File: src/rtl/speicher_pkg.sv
// rtl/speicher_pkg.sv - shared types and defaults for the memory arbiter
package speicher_pkg;

  localparam int ADRESS_BREITE_DEF = 32;
  localparam int DATEN_BREITE_DEF  = 32;

  typedef enum logic [2:0] {
    LEERLAUF,
    INSTR,
    LESEN,
    SCHREIBEN,
    FERTIG
  } zustand_e;

  typedef enum logic {
    PORT_INSTR = 1'b0,
    PORT_DATEN = 1'b1
  } port_e;

endpackage

File: src/rtl/arbiter_prioritaet.sv
// rtl/arbiter_prioritaet.sv - fixed-priority grant encoder: store > load > fetch
module arbiter_prioritaet
  import speicher_pkg::*;
(
  input  logic lese_instruktion,
  input  logic lese_daten,
  input  logic schreibe_daten,
  output logic grant_gueltig,
  output logic grant_port,
  output logic grant_schreiben
);

  // A simultaneous load is dropped when a store is present.
  always_comb begin
    grant_gueltig   = 1'b0;
    grant_port      = PORT_INSTR;
    grant_schreiben = 1'b0;
    if (schreibe_daten) begin
      grant_gueltig   = 1'b1;
      grant_port      = PORT_DATEN;
      grant_schreiben = 1'b1;
    end else if (lese_daten) begin
      grant_gueltig = 1'b1;
      grant_port    = PORT_DATEN;
    end else if (lese_instruktion) begin
      grant_gueltig = 1'b1;
      grant_port    = PORT_INSTR;
    end
  end

endmodule

File: src/rtl/speicher_arbiter.sv
// rtl/speicher_arbiter.sv - shares one memory between fetch and load/store ports
module speicher_arbiter
  import speicher_pkg::*;
#(
  parameter int ADRESS_BREITE = ADRESS_BREITE_DEF,
  parameter int DATEN_BREITE  = DATEN_BREITE_DEF,
  parameter int TIMEOUT       = 255
) (
  input  logic                     Clock,
  input  logic                     Reset,
  input  logic [ADRESS_BREITE-1:0] InstruktionAdresse,
  input  logic                     LeseInstruktion,
  output logic [DATEN_BREITE-1:0]  Instruktion,
  output logic                     InstruktionGeladen,
  input  logic [ADRESS_BREITE-1:0] DatenAdresse,
  input  logic [DATEN_BREITE-1:0]  DatenRaus,
  input  logic                     LeseDaten,
  input  logic                     SchreibeDaten,
  output logic [DATEN_BREITE-1:0]  DatenRein,
  output logic                     DatenGeladen,
  output logic                     DatenGespeichert,
  output logic [ADRESS_BREITE-1:0] MemAdresse,
  output logic [DATEN_BREITE-1:0]  MemDatenSchreiben,
  output logic                     MemLesen,
  output logic                     MemSchreiben,
  input  logic [DATEN_BREITE-1:0]  MemDatenLesen,
  input  logic                     MemBereit,
  output logic                     Zeitueberschreitung
);

  localparam int CW = (TIMEOUT > 0) ? $clog2(TIMEOUT + 1) : 1;
  localparam logic [CW-1:0] CNT_MAX = {CW{1'b1}};
  localparam logic [CW-1:0] TO_LAST = CW'((TIMEOUT > 0) ? TIMEOUT - 1 : 0);

  zustand_e                 state_q, state_d;
  logic [ADRESS_BREITE-1:0] adr_q, adr_d;
  logic [DATEN_BREITE-1:0]  wdat_q, wdat_d;
  logic [DATEN_BREITE-1:0]  instr_q, instr_d;
  logic [DATEN_BREITE-1:0]  drein_q, drein_d;
  logic [CW-1:0]            cnt_q, cnt_d;
  logic lesen_q, lesen_d, schreiben_q, schreiben_d;
  logic igel_q, igel_d, dgel_q, dgel_d, dgesp_q, dgesp_d;
  logic flag_q, flag_d;

  logic grant_gueltig, grant_port, grant_schreiben;
  logic timeout_hit;
  logic [DATEN_BREITE-1:0] rdaten;

  arbiter_prioritaet u_prio (
    .lese_instruktion (LeseInstruktion),
    .lese_daten       (LeseDaten),
    .schreibe_daten   (SchreibeDaten),
    .grant_gueltig    (grant_gueltig),
    .grant_port       (grant_port),
    .grant_schreiben  (grant_schreiben)
  );

  // A late MemBereit on the last allowed busy cycle still wins over the timeout.
  assign timeout_hit = (TIMEOUT > 0) && (cnt_q == TO_LAST) && !MemBereit;
  assign rdaten      = MemBereit ? MemDatenLesen : '0;

  always_comb begin
    state_d     = state_q;
    adr_d       = adr_q;
    wdat_d      = wdat_q;
    instr_d     = instr_q;
    drein_d     = drein_q;
    cnt_d       = cnt_q;
    lesen_d     = lesen_q;
    schreiben_d = schreiben_q;
    igel_d      = 1'b0;
    dgel_d      = 1'b0;
    dgesp_d     = 1'b0;
    flag_d      = flag_q;
    case (state_q)
      LEERLAUF: begin
        if (grant_gueltig) begin
          cnt_d = '0;
          adr_d = (grant_port == PORT_INSTR) ? InstruktionAdresse : DatenAdresse;
          if (grant_schreiben) begin
            wdat_d      = DatenRaus;
            schreiben_d = 1'b1;
            state_d     = SCHREIBEN;
          end else begin
            lesen_d = 1'b1;
            state_d = (grant_port == PORT_INSTR) ? INSTR : LESEN;
          end
        end
      end
      INSTR, LESEN, SCHREIBEN: begin
        if (MemBereit || timeout_hit) begin
          lesen_d     = 1'b0;
          schreiben_d = 1'b0;
          state_d     = FERTIG;
          if (timeout_hit) flag_d = 1'b1;
          case (state_q)
            INSTR: begin
              instr_d = rdaten;
              igel_d  = 1'b1;
            end
            LESEN: begin
              drein_d = rdaten;
              dgel_d  = 1'b1;
            end
            default: dgesp_d = 1'b1;
          endcase
        end else if (cnt_q != CNT_MAX) begin
          cnt_d = cnt_q + CW'(1);
        end
      end
      FERTIG:  state_d = LEERLAUF;
      default: state_d = LEERLAUF;
    endcase
  end

  always_ff @(posedge Clock or posedge Reset) begin
    if (Reset) begin
      state_q     <= LEERLAUF;
      adr_q       <= '0;
      wdat_q      <= '0;
      instr_q     <= '0;
      drein_q     <= '0;
      cnt_q       <= '0;
      lesen_q     <= 1'b0;
      schreiben_q <= 1'b0;
      igel_q      <= 1'b0;
      dgel_q      <= 1'b0;
      dgesp_q     <= 1'b0;
      flag_q      <= 1'b0;
    end else begin
      state_q     <= state_d;
      adr_q       <= adr_d;
      wdat_q      <= wdat_d;
      instr_q     <= instr_d;
      drein_q     <= drein_d;
      cnt_q       <= cnt_d;
      lesen_q     <= lesen_d;
      schreiben_q <= schreiben_d;
      igel_q      <= igel_d;
      dgel_q      <= dgel_d;
      dgesp_q     <= dgesp_d;
      flag_q      <= flag_d;
    end
  end

  assign Instruktion         = instr_q;
  assign InstruktionGeladen  = igel_q;
  assign DatenRein           = drein_q;
  assign DatenGeladen        = dgel_q;
  assign DatenGespeichert    = dgesp_q;
  assign MemAdresse          = adr_q;
  assign MemDatenSchreiben   = wdat_q;
  assign MemLesen            = lesen_q;
  assign MemSchreiben        = schreiben_q;
  assign Zeitueberschreitung = flag_q;

endmodule
File: config.mk
export PLATFORM = sky130hd
export DESIGN_NAME = speicher_arbiter
export DESIGN_NICKNAME = d
export VERILOG_FILES = /design/src/rtl/speicher_pkg.sv /design/src/rtl/arbiter_prioritaet.sv /design/src/rtl/speicher_arbiter.sv
export SDC_FILE = /design/constraint.sdc
export NUM_CORES = 1
export LEC_CHECK = 0
export BUFFER_PORTS_ARGS = -buffer_cell sky130_fd_sc_hd__buf_2
export CAP_MARGIN = 5
export CORE_AREA = 2 2 110 138
export DETAILED_ROUTE_END_ITERATION = 7
export DIE_AREA = 0 0 112 140
export PLACE_DENSITY = 0.85
export SETUP_SLACK_MARGIN = 0.3
export SYNTH_ARGS = -nofsm -noshare
export SYNTH_HDL_FRONTEND = slang
export SYNTH_HIERARCHICAL = 1
export SYNTH_SLANG_ARGS = --single-unit
File: constraint.sdc
create_clock -name Clock -period 4.4 [get_ports Clock]
set_input_delay 0.88 -clock Clock [delete_from_list [all_inputs] [get_ports Clock]]
set_output_delay 0.88 -clock Clock [all_outputs]
set_load 0.02 [all_outputs]
==> metrics <==
GRT Total Usage 18.86%; RSZ-0062 raised after global routing false; Worst-Margin Slew around 0.95 ns; # port buffers about 270; Skew-Pair Late Insertion Delay 0.40 ns; Pre-antenna DRT Iters 5; Final min period 2.615 ns; # diodes 0; Syn. warnings 6; synthesized cell area a little over 6000 sq um; setup_tns 0 ns; crit end category flip-flop; antenna violations before repair 0; Row Count slightly below 50; worst hold margin about 0.47 ns; Overall Power approximately 6.5 mW; CTS tree built; most frequent cells in the layout 267 x buf_2, 145 x dfrtp_1, 64 x a32o_1; syn nets about 590; final antenna-violating net count 0; routed via count roughly 4.8k; Yosys top cell by area dfrtp_1; total CTS buffers 17; critical path launch point type primary input; CP Capture Point MemDatenSchreiben[18]; vias in the first global route 4910; R2R cell count 4; WP data required 4.68 ns; average size of a mapped cell roughly 13 sq um; post-synth top area share about three fifths; Hold Path Class flip-flop to flip-flop; CTS root buf clkbuf_16; share of layout cells above drive strength 1 48.20%; Final setup violation count 0; Iter 0 DRT Violations around 310; Vias/cell roughly 5.3; Post CTS Setup Buffer Count 0; final hold viol count 0; H-tree levels 4; RR Endpoint DatenRein[24]; Pins Over Slew Limit 0; Setup WS pre-CTS 1.370 ns; CTS resizes 0; run status finished, final reports clean; Initial Utilization 42.18%; global-route wire length before repair about 24 mm; Hold Crit Depth 1; Core ar. ~14000 sq um; EDFF count, synth 0; Die Y-Extent 140 um; period utilization approximately three fifths; gpl congestion about 0.8; Clock Tree Buf Depth 2; Yosys reg bits approximately 150; Synth cell types 44; hold_buf cts 0; flop2flop setup slack 2.17 ns; detailed placement HPWL 10.42 mm; synthesis-to-layout area growth 33.79%; global route overflow 0; Total Wirelength between 10 and 15 mm; crit path kind primary input to flip-flop; Rel. slew slack 36.35%; Die W 112 um; pwr dens 804.1 nW/um^2; Main synth FF type dfrtp_1; commonest non-fill, non-tap cell in the layout buf_2; fmax between 300 and 400 MHz; clock sink total roughly 150; drt drc 0; Layout Skew about 0.0087 ns; Seq/Total Area, Yosys about 60%; CP arrival between 2 and 3 ns; asr flop ratio synth 100.0%; Clock Pin Slew Worst Setup and Hold Paths 0.06 ns; VDD IR-drop max about 0.46 mV; # IOs between 200 and 300; largest net degree at the start of global routing approximately 150; post-route setup slack roughly 1.8 ns; r2r startpoint state_q[1]; Post-Synthesis Cells ~460; nets roughly 850; CP max FO 22; Pleak 4.166 nW; CP startpoint SchreibeDaten; Max-Cap Viols 0; Area contributors post-synth dfrtp_1 60%, a32o_1 11%, mux2_4 7.4%; Wirelength per Cell between 15 and 20 um; die footprint between 15000 and 20000 sq um
-- Yosys cell counts, types with 2 or more instances --
master / n
a32o_1: 64
mux2_2: 2
nand4_1: 2
nand3_1: 12
nand2_2: 3
buf_1: 2
dfrtp_1: 145
buf_2: 22
o22ai_1: 2
nor3b_2: 2
or3_1: 2
a21oi_1: 36
nand2_1: 5
o211ai_1: 3
mux2_4: 30
buf_6: 3
ha_1: 2
inv_1: 8
clkbuf_1: 10
o21ai_0: 4
mux2i_1: 32
a31oi_1: 2
a21o_1: 2
nor2_1: 40
-- per-layer routing --
metal / up-vias / GRT usage (%) / wire length [um] / part of all wire, %
li1: 2217 / - / - / -
met1: 2308 / 21.55 / 5863 / 39
met2: 204 / 34.10 / 7708 / 52
met3: 27 / 4.543 / 911 / 6.1
met4: 0 / 7.189 / 367 / 2.5
met5: - / 0 / 0 / 0
-- how the worst min path moves through the flow --
stage               slack (ns)             endpoint                 from
floorplan                 0.50             cnt_q[2]             cnt_q[2]
global placement          0.45  Zeitueberschreitung  Zeitueberschreitung
detailed placement        0.46  Zeitueberschreitung  Zeitueberschreitung
CTS                       0.47  Zeitueberschreitung  Zeitueberschreitung
global route              0.49      Instruktion[21]      Instruktion[21]
finish                    0.47  Zeitueberschreitung  Zeitueberschreitung
-- power by group --
group	internal, mW	switching (mW)
clock	0.902	0.567
sequential	1.94	0.358
combinational	1.11	1.63
total	3.96	2.55
-- cell type report --
type	count	area, sq um
fill	1271	6251
clock inverter	14	178.9
tap	178	222.7
sequential	145	3628
timing repair buffer	273	1394
multi-input combinational	264	2208
clock buffer	18	429.2
inverter	8	33.78
-- per-stage QoR --
| stage | util, % | instance area [sq um] | cells |
|---|---|---|---|
| after floorplan | - | 6055 | 455 |
| after global placement | 52.19 | 7487 | 868 |
| after detailed placement | 52.19 | 7487 | 868 |
| after CTS | 56.43 | 8095 | 900 |
| after global routing | 56.43 | 8095 | 900 |
| final | 56.43 | 8095 | 900 |
-- registers in the layout, indices dropped and copies added (netlist names), 3 cells and up --
signal / cells
MemAdresse: 32
DatenRein: 32
cnt_q: 8
state_q: 3
Instruktion: 32
MemDatenSchreiben: 32
-- cells by family (layout without fill, tap and decap cells) --
group | Yosys count | count (layout) | share of synthesized area (%)
flops | 145 | 145 | 59.97
fa+ha+maj | 2 | 2 | 0.4135
xor+xnor | 1 | 1 | 0.1448
mux | 64 | 64 | 13.11
simple gates | 76 | 76 | 6.493
buf+inv | 46 | 313 | 3.743
compound gates | 121 | 121 | 16.13
-- critical path: stages --
cell	delay, ns
buf_2	0.14
or3_1	0.46
nor4b_4	0.17
nand2_2	0.55
buf_4	0.36
mux2_4	0.32
Power figures use the tool's default switching activity.
